`src/rtl/djb2_feeder_if.sv`:
```
// Command/data/busy bus between the djb2 feeder (master) and the djb2 hash core (slave).
interface djb2_feeder_if;
  logic [3:0]  hash_cmd;
  logic [27:0] hash_data;
  logic        hash_busy;
  logic [31:0] hash_value;

  modport master (output hash_cmd, hash_data, input  hash_busy, hash_value);
  modport slave  (input  hash_cmd, hash_data, output hash_busy, hash_value);
endinterface

```
`src/rtl/djb2_feeder.sv`:
```
// Packs a last-framed byte stream into 4x7-bit words, sequences the djb2 core's
// clear/enable/length commands per word and hands back the final digest.
module djb2_feeder #(
  parameter int TIMEOUT = 64,
  parameter int TW      = 7
) (
  input  logic                clk,
  input  logic                rst_n,
  input  logic                s_valid,
  output logic                s_ready,
  input  logic [7:0]          s_data,
  input  logic                s_last,
  djb2_feeder_if.master       hif,
  output logic [31:0]         digest,
  output logic                digest_valid,
  input  logic                digest_ready,
  output logic                err_timeout,
  output logic                err_nonascii
);

  typedef enum logic [2:0] {
    S_IDLE, S_CLEAR, S_FILL, S_ISSUE, S_WAIT, S_DONE
  } state_e;

  state_e        state_q, state_d;
  logic [27:0]   word_q, word_d;
  // Slot counter wraps 3->0 on the fourth byte; a word in flight is never empty,
  // so cnt_q-1 still yields the correct length field of 3.
  logic [1:0]    cnt_q, cnt_d;
  logic          last_q, last_d;
  logic [TW-1:0] tmo_q, tmo_d;
  logic [31:0]   digest_q, digest_d;
  logic          err_tmo_q, err_tmo_d;
  logic          err_na_q, err_na_d;

  logic [3:0]    cmd;
  logic [1:0]    len;
  logic          timeout_hit;

  assign len         = cnt_q - 2'd1;
  assign timeout_hit = (tmo_q == TW'(TIMEOUT - 1));

  // NOTE: every signal written here gets a default first, so no path leaves
  // it unassigned and no latch is inferred.
  always_comb begin
    state_d      = state_q;
    word_d       = word_q;
    cnt_d        = cnt_q;
    last_d       = last_q;
    tmo_d        = tmo_q;
    digest_d     = digest_q;
    err_tmo_d    = err_tmo_q;
    err_na_d     = err_na_q;
    s_ready      = 1'b0;
    cmd          = 4'b0000;
    digest_valid = 1'b0;

    unique case (state_q)
      S_IDLE: begin
        if (s_valid) state_d = S_CLEAR;
      end

      S_CLEAR: begin
        cmd       = 4'b1000;
        err_tmo_d = 1'b0;
        err_na_d  = 1'b0;
        word_d    = '0;
        cnt_d     = '0;
        last_d    = 1'b0;
        state_d   = S_FILL;
      end

      S_FILL: begin
        s_ready = 1'b1;
        if (s_valid) begin
          unique case (cnt_q)
            2'd0: word_d[6:0]   = s_data[6:0];
            2'd1: word_d[13:7]  = s_data[6:0];
            2'd2: word_d[20:14] = s_data[6:0];
            2'd3: word_d[27:21] = s_data[6:0];
          endcase
          if (s_data[7]) err_na_d = 1'b1;
          cnt_d = cnt_q + 2'd1;
          if (s_last) last_d = 1'b1;
          if (s_last || cnt_q == 2'd3) begin
            tmo_d   = '0;
            state_d = S_ISSUE;
          end
        end
      end

      S_ISSUE: begin
        cmd   = {2'b01, len};
        tmo_d = tmo_q + 1'b1;
        if (hif.hash_busy) begin
          tmo_d   = '0;
          state_d = S_WAIT;
        end else if (timeout_hit) begin
          err_tmo_d = 1'b1;
          digest_d  = hif.hash_value;
          state_d   = S_DONE;
        end
      end

      S_WAIT: begin
        // Enable drops here so the core sees a fresh rising edge on the next word.
        cmd   = {2'b00, len};
        tmo_d = tmo_q + 1'b1;
        if (!hif.hash_busy) begin
          cnt_d  = '0;
          word_d = '0;
          if (last_q) begin
            digest_d = hif.hash_value;
            state_d  = S_DONE;
          end else begin
            state_d = S_FILL;
          end
        end else if (timeout_hit) begin
          err_tmo_d = 1'b1;
          digest_d  = hif.hash_value;
          state_d   = S_DONE;
        end
      end

      S_DONE: begin
        digest_valid = 1'b1;
        if (digest_ready) state_d = S_IDLE;
      end

      default: state_d = S_IDLE;
    endcase
  end

  // NOTE: state registers use non-blocking assignments so every flop samples
  // the pre-edge value of its _d input regardless of evaluation order.
  always_ff @(posedge clk or negedge rst_n) begin
    if (!rst_n) begin
      state_q   <= S_IDLE;
      word_q    <= '0;
      cnt_q     <= '0;
      last_q    <= 1'b0;
      tmo_q     <= '0;
      digest_q  <= '0;
      err_tmo_q <= 1'b0;
      err_na_q  <= 1'b0;
    end else begin
      state_q   <= state_d;
      word_q    <= word_d;
      cnt_q     <= cnt_d;
      last_q    <= last_d;
      tmo_q     <= tmo_d;
      digest_q  <= digest_d;
      err_tmo_q <= err_tmo_d;
      err_na_q  <= err_na_d;
    end
  end

  assign hif.hash_cmd  = cmd;
  assign hif.hash_data = word_q;
  assign digest        = digest_q;
  assign err_timeout   = err_tmo_q;
  assign err_nonascii  = err_na_q;

endmodule

```
`src/flat_wrapper.sv`:
```
// flat-port wrapper written by rule: the top's interface ports become plain ports
module djb2_feeder_flat 
#(
  parameter int TIMEOUT = 64,
  parameter int TW      = 7
)
  (clk, rst_n, s_valid, s_ready, s_data, s_last, digest, digest_valid, digest_ready, err_timeout, err_nonascii, hif_hash_cmd, hif_hash_data, hif_hash_busy, hif_hash_value);
  djb2_feeder_if hif_i ();
  input  logic clk;
  input  logic rst_n;
  input  logic s_valid;
  output logic s_ready;
  input  logic [7:0] s_data;
  input  logic s_last;
  output logic [31:0] digest;
  output logic digest_valid;
  input  logic digest_ready;
  output logic err_timeout;
  output logic err_nonascii;
  output wire logic [$bits(hif_i.hash_cmd)-1:0] hif_hash_cmd;
  output wire logic [$bits(hif_i.hash_data)-1:0] hif_hash_data;
  input wire logic [$bits(hif_i.hash_busy)-1:0] hif_hash_busy;
  input wire logic [$bits(hif_i.hash_value)-1:0] hif_hash_value;
  assign hif_hash_cmd = hif_i.hash_cmd;
  assign hif_hash_data = hif_i.hash_data;
  assign hif_i.hash_busy = hif_hash_busy;
  assign hif_i.hash_value = hif_hash_value;
  djb2_feeder #(.TIMEOUT(TIMEOUT), .TW(TW)) u_core (.clk(clk), .rst_n(rst_n), .s_valid(s_valid), .s_ready(s_ready), .s_data(s_data), .s_last(s_last), .hif(hif_i), .digest(digest), .digest_valid(digest_valid), .digest_ready(digest_ready), .err_timeout(err_timeout), .err_nonascii(err_nonascii));
endmodule
```
`config.mk`:
```
export PLATFORM = sky130hd
export DESIGN_NAME = djb2_feeder_flat
export DESIGN_NICKNAME = d
export VERILOG_FILES = /design/src/rtl/djb2_feeder_if.sv /design/src/rtl/djb2_feeder.sv /design/src/flat_wrapper.sv
export SDC_FILE = /design/constraint.sdc
export NUM_CORES = 1
export LEC_CHECK = 0
export ABC_CLOCK_PERIOD_IN_PS = 2800
export CELL_PAD_IN_SITES_DETAIL_PLACEMENT = 0
export CELL_PAD_IN_SITES_GLOBAL_PLACEMENT = 1
export CORE_ASPECT_RATIO = 1.4
export CORE_MARGIN = 5
export CORE_UTILIZATION = 48
export DETAILED_ROUTE_END_ITERATION = 8
export DONT_BUFFER_PORTS = 1
export GPL_ROUTABILITY_DRIVEN = 0
export GPL_TIMING_DRIVEN = 0
export MAX_ROUTING_LAYER = met4
export PLACE_DENSITY_LB_ADDON = 0.25
export SLEW_MARGIN = 20
export SYNTH_ARGS = -nofsm -noshare
export SYNTH_HDL_FRONTEND = slang
export SYNTH_SLANG_ARGS = --single-unit
```
`constraint.sdc`:
```
create_clock -name clk -period 2.8 [get_ports clk]
set_input_delay 0.7 -clock clk [delete_from_list [all_inputs] [get_ports clk]]
set_output_delay 0.7 -clock clk [all_outputs]
set_load 0.01 [all_outputs]
```
==> results.ini <==
[run_status]
status=finished, final reports clean

[synth]
yosysTopAreaCell=dfrtp_1
synth_ff_type=dfrtp_1
yosys.cell_types.count=47
netlist_area_um2=3300
ys.warnings.count=0
syn_avg_cell_area_um2=12.6
synth.top_cells.by_count=dfrtp_1 (75), a22o_1 (29), mux2_2 (28), a21oi_1 (14), nor2_1 (14)
syn_nets=313
ys_seq_elements=75
yosysMostFrequentCell=dfrtp_1
synthTopCellsByArea=dfrtp_1 (57%), mux2_2 (9.6%), a22o_1 (7.7%)
synth_edf_count=0
synth_cells=262
synth-seq-area-share=0.569
synth_async_sr_flop_share=1.00
synth_top_area_frac=0.569

[floorplanning]
die_h_um=108
core_um2=6660
die_x_um=80.0
die-area_um2=8650
row_count=35
initial_core_util=0.495
io_pins=114

[worst_setup_path]
cp.arrival_ps=1790
critPathBufInv=2
worst-r2r-setup-slack_ps=570
worst-r2r-cell-count=7
cp-start-kind=register
crit_chain=clkbuf_1 > buf_1 > and2_1
cp_top_family=buffers and inverters
required_ps=2100
cp_max_fo=10
critPathKind=register to output pin
timing.rr.start=u_core.tmo_q[0]$_DFFE_PN0P_
cpPeakStageDelay_ps=420
rr_endpoint=u_core.digest[6]$_DFFE_PN0P_
crit_slowest_cell=dfrtp_1
worstSetupEndpointType=output pin

[final_layout]
finalInstanceArea_um2=3630
nNetsFinal=324
syn2layout_area_growth_pct=10.1
drive_gt1_frac=0.191
multi_input_area_um2=1320
layout.filler_cells=603
regArea_um2=1880
num_antenna_cells=0

[power_and_ir_drop]
power_leakage_uw=0.00166
p_sw_uw=1370
ir_drop_v=0.000518
power_density_nw_per_um2=1030
intPower_uw=2380
p_comb_frac=0.271
power_frac_seq=0.487
swShare=0.365
power_frac_clock=0.242

[cts]
clockBufferDepth=2
postCtsSetupBuffers=0
cts_hold_buf=0
cts.htree.levels=3
clock_latency_ps=350
post_cts_resized=0
clockRootBuffer=clkbuf_8
cts_buffers=9
tritoncts=built
clk_pin_slew_ps=80
cts_sinks=75

[sta]
timing.fmax_ghz=0.402
fin_crit_sh=0.889
final_hold_viol_count=0
skew_ps=8.84
maxSlewHeadroom=0.440
period_minus_slack_ps=2490
worst_slew_pin_slew_ps=835
rsz0062_at_grt=false
finalSetupViolCount=0
tns_ps=0
slew_viol_final=0

[route]
drc=0
wire_per_inst_um=19.9
drtAntennaViolNets=0
drtPass1Iterations=4
routed_wl_um=7370
via_count=2166
via_per_inst=5.85
initialDrtViolationCount=105

[placement]
hpwl_um=5360
port_buffers=0
placed_area_um2=3410

[min_path]
hold_path.class=input port to asynchronous set/reset pin

[global_route]
grt_pass1_vias=2265
grt_pass1_wl_um=11800
grt_usage=0.181
antenna_found_initial=0
grt-ovfl-total=0
grt_start_max_net_pins=76

[job]
drv_cap=0

flip-flops by register name, summed over array words and instances, names as in the netlist:
| register | flops |
|---|---|
| u_core.digest | 32 |
| u_core.hif.hash_data | 28 |
| u_core.tmo_q | 7 |
| u_core.state_q | 3 |
| u_core.cnt_q | 2 |
| u_core.err_nonascii | 1 |
| u_core.err_timeout | 1 |
| u_core.last_q | 1 |
power by group through the flow:
| stage | clock [µW] | sequential, µW | combinational [µW] |
|---|---|---|---|
| after floorplan | 0 | 1750 | 832 |
| after global placement | 0 | 1840 | 1000 |
| after detailed placement | 0 | 1850 | 1020 |
| after CTS | 928 | 1830 | 1030 |
| after global routing | 976 | 1860 | 1150 |
| final | 907 | 1820 | 1020 |
worst reg2reg max path: cells and delay by family, from the launching register on:
kind	cells	cell delay (ps)
AO/OA/AOI/OAI	1	270
adder cells (fa/ha/maj)	1	230
buffers and inverters	2	370
flip-flops	1	420
multiplexers	1	340
AND/OR/NAND/NOR	2	490
worst max-delay path by stage:
stage	to	depth (start not counted)	from	slack (ps)
2_1_floorplan	u_core.digest[0]$_DFFE_PN0P_	7	u_core.tmo_q[0]$_DFFE_PN0P_	850
3_3_place_gp	u_core.tmo_q[5]$_DFFE_PN0P_	5	s_valid	560
3_5_place_dp	u_core.tmo_q[5]$_DFFE_PN0P_	5	s_valid	530
4_1_cts	s_ready	3	u_core.state_q[1]$_DFFE_PN0P_	300
5_1_grt	s_ready	3	u_core.state_q[1]$_DFFE_PN0P_	180
6_report	s_ready	3	u_core.state_q[1]$_DFFE_PN0P_	310
kinds of logic (layout without fill, tap and decap cells):
| family | Yosys count | after routing | share of synthesized area |
|---|---|---|---|
| flops | 75 | 75 | 0.569 |
| compound gates | 74 | 74 | 0.168 |
| simple gates | 53 | 53 | 0.0938 |
| mux | 33 | 33 | 0.113 |
| buf+inv | 20 | 36 | 0.0315 |
| fa+ha+maj | 5 | 5 | 0.0190 |
| xor+xnor | 2 | 2 | 0.00532 |
per-stage QoR:
| step | worst slack [ps] | instances | hold WS (ps) | power, µW | util |
|---|---|---|---|---|---|
| 2_1_floorplan | 850 | 262 | 404 | 2580 | - |
| 3_3_place_gp | 561 | 354 | 406 | 2840 | 0.512 |
| 3_5_place_dp | 530 | 354 | 406 | 2870 | 0.512 |
| 4_1_cts | 304 | 370 | 23.7 | 3780 | 0.545 |
| 5_1_grt | 177 | 370 | 7.91 | 3990 | 0.545 |
| 6_report | 311 | 370 | 35.6 | 3750 | 0.545 |
area by class of cell:
cell class	instances	area share
clock buffer	10	0.0352
inverter	4	0.00414
tap	92	0.0317
sequential	75	0.517
multi-input combinational	167	0.363
buffer	16	0.0245
clock inverter	6	0.0245
layout by cell type (no fill, tap or decap), drive strengths merged, types with 4 or more instances in the layout:
| cell | Yosys | layout |
|---|---|---|
| dfrtp | 75 | 75 |
| mux2 | 33 | 33 |
| a22o | 29 | 29 |
| clkbuf | 9 | 19 |
| nor2 | 14 | 14 |
| a21oi | 14 | 14 |
| o21ai | 11 | 11 |
| nand2 | 7 | 7 |
| buf | 7 | 7 |
| ha | 5 | 5 |
| inv | 4 | 5 |
| nor2b | 4 | 4 |
| and3 | 4 | 4 |
| nand4b | 4 | 4 |
routing by layer:
layer | vias to the layer above | part of all wire | routed length [µm] | track usage
li1 | 997 | - | - | -
met1 | 1071 | 0.40 | 2950 | 0.221
met2 | 89 | 0.49 | 3620 | 0.279
met3 | 9 | 0.095 | 701 | 0.0625
met4 | 0 | 0.013 | 99 | 0.0652
met5 | - | 0 | 0 | -
Power figures use the tool's default switching activity.
